===== config.mk =====
export PLATFORM = sky130hd
export DESIGN_NAME = time_entry
export DESIGN_NICKNAME = d
export VERILOG_FILES = /design/src/rtl/time_entry.sv
export SDC_FILE = /design/constraint.sdc
export NUM_CORES = 1
export LEC_CHECK = 0
export ABC_CLOCK_PERIOD_IN_PS = 7100
export BUFFER_PORTS_ARGS = -buffer_cell sky130_fd_sc_hd__buf_2
export CORE_MARGIN = 4
export CORE_UTILIZATION = 55
export CTS_CLUSTER_SIZE = 30
export DETAILED_ROUTE_END_ITERATION = 7
export PLACE_DENSITY = 0.76
export SYNTH_ARGS = -nofsm -noshare
export SYNTH_HDL_FRONTEND = slang
export SYNTH_SLANG_ARGS = --single-unit

===== constraint.sdc =====
create_clock -name clk -period 7.1 [get_ports clk]
set_input_delay 0.355 -clock clk [delete_from_list [all_inputs] [get_ports clk]]
set_output_delay 0.355 -clock clk [all_outputs]
set_load 0.01 [all_outputs]

===== src/rtl/time_entry.sv =====
// time_entry: digit-by-digit 24-hour time entry controller.
//
// The operator keys six BCD digits (H1 H0 M1 M0 S1 S0). Each digit is
// confirmed with an enter press, checked against 24-hour limits and
// echoed on bcd. Once S0 is accepted the binary time is presented with
// a one-cycle load strobe, which presets the clock core's counters.
//
// Ports:
//   clk       in   system clock, rising edge
//   reset     in   synchronous, active-high
//   enter_n   in   raw push-button, active-low; a press accepts digit
//   cancel_n  in   raw push-button, active-low; a press aborts the entry
//   digit     in   [3:0] BCD digit candidate (static switches)
//   hour      out  [4:0] binary hour 0..23, holds last loaded value
//   minute    out  [5:0] binary minute 0..59
//   second    out  [5:0] binary second 0..59
//   load      out  one-cycle pulse, hour/minute/second are new
//   busy      out  high while an entry is in progress
//   pos       out  [2:0] index of next expected digit, 0=H1 .. 5=S0
//   bcd       out  [23:0] echo {H1,H0,M1,M0,S1,S0}, unentered slots 4'hF
//   err       out  one-cycle pulse, a digit was rejected
//   abort     out  one-cycle pulse, entry abandoned by cancel or timeout
module time_entry #(
  parameter int unsigned TIMEOUT = 250_000_000
) (
  input  logic        clk,
  input  logic        reset,
  input  logic        enter_n,
  input  logic        cancel_n,
  input  logic [3:0]  digit,
  output logic [4:0]  hour,
  output logic [5:0]  minute,
  output logic [5:0]  second,
  output logic        load,
  output logic        busy,
  output logic [2:0]  pos,
  output logic [23:0] bcd,
  output logic        err,
  output logic        abort
);

  typedef enum logic [2:0] {
    ST_IDLE,
    ST_D0,
    ST_D1,
    ST_D2,
    ST_D3,
    ST_D4,
    ST_D5,
    ST_COMMIT
  } state_t;

  localparam logic [27:0] TO_LAST = 28'(TIMEOUT - 1);

  // Key conditioning: two synchronizer flops plus one edge-detect flop.
  logic enter_s1_q, enter_s2_q, enter_dly_q;
  logic cancel_s1_q, cancel_s2_q, cancel_dly_q;
  logic enter_press, cancel_press;

  state_t      state_q;
  state_t      state_d;
  logic [27:0] to_q;
  logic [23:0] bcd_q;
  logic [23:0] bcd_d;
  logic [4:0]  hour_q;
  logic [5:0]  minute_q, second_q;
  logic        load_q, busy_q, err_q, abort_q;
  logic [2:0]  pos_q;

  logic [2:0]  cur_idx;
  logic        dig_ok;
  logic        in_timed;
  logic        timed_out;

  function automatic logic digit_valid(input logic [2:0] idx,
                                       input logic [3:0] d,
                                       input logic [3:0] h1);
    logic ok;
    case (idx)
      3'd0:       ok = (d <= 4'd2);
      3'd1:       ok = (h1 == 4'd2) ? (d <= 4'd3) : (d <= 4'd9);
      3'd2, 3'd4: ok = (d <= 4'd5);
      default:    ok = (d <= 4'd9);
    endcase
    return ok;
  endfunction

  function automatic logic [6:0] bcd2bin(input logic [3:0] tens,
                                         input logic [3:0] ones);
    // tens*10 = tens*8 + tens*2
    return ({3'b000, tens} << 3) + ({3'b000, tens} << 1) + {3'b000, ones};
  endfunction

  assign enter_press  = enter_dly_q  & ~enter_s2_q;
  assign cancel_press = cancel_dly_q & ~cancel_s2_q;

  always_comb begin
    cur_idx = 3'd0;
    state_d = ST_IDLE;
    case (state_q)
      ST_IDLE: begin cur_idx = 3'd0; state_d = ST_D1;     end
      ST_D0:   begin cur_idx = 3'd0; state_d = ST_D1;     end
      ST_D1:   begin cur_idx = 3'd1; state_d = ST_D2;     end
      ST_D2:   begin cur_idx = 3'd2; state_d = ST_D3;     end
      ST_D3:   begin cur_idx = 3'd3; state_d = ST_D4;     end
      ST_D4:   begin cur_idx = 3'd4; state_d = ST_D5;     end
      ST_D5:   begin cur_idx = 3'd5; state_d = ST_COMMIT; end
      default: begin cur_idx = 3'd0; state_d = ST_IDLE;   end
    endcase
  end

  // Echo with the candidate digit inserted; a fresh H1 starts from blank.
  always_comb begin
    bcd_d = (state_q == ST_IDLE) ? '1 : bcd_q;
    case (cur_idx)
      3'd0:    bcd_d[23:20] = digit;
      3'd1:    bcd_d[19:16] = digit;
      3'd2:    bcd_d[15:12] = digit;
      3'd3:    bcd_d[11:8]  = digit;
      3'd4:    bcd_d[7:4]   = digit;
      3'd5:    bcd_d[3:0]   = digit;
      default: ;
    endcase
  end

  assign dig_ok    = digit_valid(cur_idx, digit, bcd_q[23:20]);
  assign in_timed  = (state_q inside {ST_D1, ST_D2, ST_D3, ST_D4, ST_D5});
  assign timed_out = in_timed && (to_q == TO_LAST);

  always_ff @(posedge clk) begin
    if (reset) begin
      enter_s1_q   <= 1'b1;
      enter_s2_q   <= 1'b1;
      enter_dly_q  <= 1'b1;
      cancel_s1_q  <= 1'b1;
      cancel_s2_q  <= 1'b1;
      cancel_dly_q <= 1'b1;
      state_q      <= ST_IDLE;
      to_q         <= '0;
      bcd_q        <= '1;
      hour_q       <= '0;
      minute_q     <= '0;
      second_q     <= '0;
      load_q       <= 1'b0;
      busy_q       <= 1'b0;
      err_q        <= 1'b0;
      abort_q      <= 1'b0;
      pos_q        <= '0;
    end else begin
      enter_s1_q   <= enter_n;
      enter_s2_q   <= enter_s1_q;
      enter_dly_q  <= enter_s2_q;
      cancel_s1_q  <= cancel_n;
      cancel_s2_q  <= cancel_s1_q;
      cancel_dly_q <= cancel_s2_q;

      load_q  <= 1'b0;
      err_q   <= 1'b0;
      abort_q <= 1'b0;

      case (state_q)
        ST_IDLE: begin
          // Cancel has no effect here but still discards a coincident digit.
          to_q <= '0;
          if (enter_press && !cancel_press) begin
            if (dig_ok) begin
              bcd_q   <= bcd_d;
              state_q <= ST_D1;
              pos_q   <= 3'd1;
              busy_q  <= 1'b1;
            end else begin
              err_q <= 1'b1;
            end
          end
        end

        ST_COMMIT: begin
          state_q <= ST_IDLE;
          busy_q  <= 1'b0;
          pos_q   <= '0;
          to_q    <= '0;
        end

        default: begin
          // An enter press in the same cycle as the last timeout count wins
          // over the timeout, since the press itself restarts the counter.
          if (cancel_press || (timed_out && !enter_press)) begin
            abort_q <= 1'b1;
            state_q <= ST_IDLE;
            bcd_q   <= '1;
            busy_q  <= 1'b0;
            pos_q   <= '0;
            to_q    <= '0;
          end else if (enter_press) begin
            to_q <= '0;
            if (dig_ok) begin
              bcd_q   <= bcd_d;
              state_q <= state_d;
              if (state_q == ST_D5) begin
                // Loaded values are registered on entry so they line up
                // with load in the COMMIT cycle.
                load_q   <= 1'b1;
                hour_q   <= 5'(bcd2bin(bcd_d[23:20], bcd_d[19:16]));
                minute_q <= 6'(bcd2bin(bcd_d[15:12], bcd_d[11:8]));
                second_q <= 6'(bcd2bin(bcd_d[7:4],   bcd_d[3:0]));
                pos_q    <= '0;
              end else begin
                pos_q <= cur_idx + 3'd1;
              end
            end else begin
              err_q <= 1'b1;
            end
          end else if (in_timed) begin
            to_q <= to_q + 28'd1;
          end
        end
      endcase
    end
  end

  assign hour   = hour_q;
  assign minute = minute_q;
  assign second = second_q;
  assign load   = load_q;
  assign busy   = busy_q;
  assign pos    = pos_q;
  assign bcd    = bcd_q;
  assign err    = err_q;
  assign abort  = abort_q;

endmodule


==> out/metrics.yaml <==
die_w_um: 99.95
synth-async-reset-ratio: 0
synth-simple-area-share: 0.2465
whs_ps: 187.4
start_util: 0.5659
clock_latency_ps: 350
syn_area_per_cell_um2: 8.186
grt_antenna_before_repair: 0
rrSetupSlack_ps: 3080
htree_num_levels: 3
path_clk_slew_ps: 80
die_area_mm2: 0.009989
row_count: 33
grt.busiest_layer: "met2"
critPathLaunchType: "flop"
tns_ps: 0
ys.flop_type: "dfxtp_1"
final_cell_mix: "91 x nor2_1, 85 x dfxtp_1, 55 x buf_2"
yosysTopAreaCellShare: 0.3660
die_y_um: 99.95
max_cap_violations: 0
reg2reg_depth: 15
hold_viol_final: 0
yosysTopAreaCell: "dfxtp_1"
synthAdderAreaFrac: 0.08235
grtUsageTotal: 0.2383
seqCellArea_mm2: 0.001702
rr_endpoint: "hour[4]$_SDFFE_PP0P_"
final_core_util: 0.6257
cp.arrival_ps: 4230
required_ps: 7310
fin_crit_ps: 4025
synth_top_family_by_area: "simple AND/OR/NAND/NOR gates"
drive_gt1_frac: 0.1457
reg2reg_from: "state_q[0]$_SDFFE_PP0P_"
cts_made_buffers: 9
dpl.hpwl_um: 8320
fillers: 717
n_antenna_cell: 0
setup_ws_ps: 3075
cts_setup_buffers: 0
vias: 4289
grt_pass1_wl_um: 19350
vias_per_cell: 5.990
ctsResizeCount: 0
synthMuxAreaShare: 0.01938
synth_edf_count: 0
synth_area_leaders: "dfxtp_1 37%, nor2_1 7.3%, ha_1 5.7%, nand3_1 4.3%, o21ai_0 4.3%"
power.density_mw_per_mm2: 174.8
drcViolationCount: 0
grt_overflow: 0
drt-initial-drc-count: 363
slew-limit-headroom: 0.2605
drt-total-wl_um: 11490
num_io_pins: 56
holdPathStages: 2
cts.sinks: 85
grt_use_met1: 0.3387
power.leakage_nw: 1.836
multi_input_area_mm2: 0.002745
io_buffers: 55
setup_violations: 0
period_share: 0.5668
clock_path_buffers: 2
finalMaxSlewViolations: 0
fmax_ghz: 0.2485
hp-start: "enter_n"
syn_nets: 603
cts_root_buf: "clkbuf_8"
cp-end-kind: "flop"
rsz0062_at_grt: "false"
nets: 641
place_area_mm2: 0.004947
dp_slack_ps: 3103
wire_per_inst_um: 16.05
yosys.cell_types.count: 61
ys_warn_count: 0
grt_max_degree: 36
syn_inst: 568
firstDrtPassIters: 5
peakVddDrop_mv: 0.1061
grt_util_met2: 0.3694
hold_path.class: "in -> reg"
coreArea_mm2: 0.008217
synth-xor-area-share: 0.06593
tightest_slew_ps: 1095
synth_compound_area_frac: 0.1757
grt_pass1_vias: 4006
holdBufCountCts: 0
stdcell_area_mm2: 0.005141
syn_area_mm2: 0.004649
ys_ff_latch: 85
ys_seq_area_frac: 0.3660
path_max_fanout: 19
tritoncts: "yes"
layout_commonest_cell: "nor2_1"
syn_to_final_growth_pct: 10.58
finClkSkew_ps: 10.62
crit_type: "reg -> reg"
gp_congestion: 0.8910
outcome: "completed"
gr-usage-met3: 0.03544
drtAntennaViolNets: 0
holdPathEnd: "enter_s1_q$_SDFF_PP1_"
## logic make-up after synthesis
logic type	Yosys count
AOI/OAI and AO/OA	124
xor gates and xnor gates	35
adders and majority gates	27
buffers and inverters	49
DFF	85
muxes	9
and+or+nand+nor	239
## how the worst max path moves through the flow
stage,startpoint,end,slack [ps],cells past startpoint
after global routing,state_q[0]$_SDFFE_PP0P_,second[5]$_SDFFE_PP0P_,2720,15
after global placement,state_q[0]$_SDFFE_PP0P_,hour[4]$_SDFFE_PP0P_,3230,15
after floorplan,state_q[0]$_SDFFE_PP0P_,hour[4]$_SDFFE_PP0P_,3440,17
final,state_q[0]$_SDFFE_PP0P_,hour[4]$_SDFFE_PP0P_,3080,15
after CTS,state_q[0]$_SDFFE_PP0P_,hour[4]$_SDFFE_PP0P_,3070,15
after detailed placement,state_q[0]$_SDFFE_PP0P_,hour[4]$_SDFFE_PP0P_,3100,15
## worst max-delay path, cell delays in order (launching register included)
cell	delay, ps
dfxtp_1	380
inv_1	110
ha_1	430
o21a_4	310
nor3_1	420
nand2_1	100
o21ai_0	140
inv_1	130
fa_1	540
inv_1	60
fa_1	430
xnor2_1	150
or3_1	360
a21oi_1	140
nand3b_1	110
a21oi_1	70
## routing by layer
metal,wire length [um],share of wire,vias to the layer above
li1,-,-,2071
met1,5128,0.45,2024
met2,5318,0.46,176
met3,863,0.075,18
met4,182,0.016,0
met5,0,0,-
## state kept, by name (all words and copies together) (netlist names), 3 cells and up
register / flops
state_q: 3
bcd: 24
second: 6
minute: 6
hour: 5
to_q: 28
pos: 3
## report_power, final
group	internal, mW	switching (mW)
clock	0.173	0.169
combinational	0.0241	0.0453
sequential	0.483	0.00512
## stage by stage
step,instances,power (mW)
after floorplan,568,0.5463
after global placement,700,0.5655
after detailed placement,700,0.5669
after CTS,716,0.9026
after global routing,716,0.9362
final,716,0.8987
## final cells by class
class	count	share of cell area
inverter	17	0.01241
clock inverter	3	0.008761
sequential	85	0.3310
timing repair buffer	59	0.05938
clock buffer	13	0.02896
multi-input combinational	434	0.5339
tap	105	0.02555
## cell usage after synthesis (all sizes together), types with 2 or more instances
cell type and instances:
o22a 3, nand4 8, fa 6, or2 7
nor2b 7, a21oi 32, nor4b 2, and3 8
nand2b 11, inv 17, a31oi 2, or3 2
o31ai 4, nand3 40, xnor2 16, mux2i 9
clkbuf 18, dfxtp 85, and4 3, nor3 5
nand2 39, o311ai 4, a21o 2, nor4 6
o21ai 42, xor2 19, nor2 92, buf 14
o32ai 2, ha 21, and2 4, o211ai 11
a211oi 6, a211o 2, a2111oi 2
No activity file was read; power rests on OpenSTA's default activity.
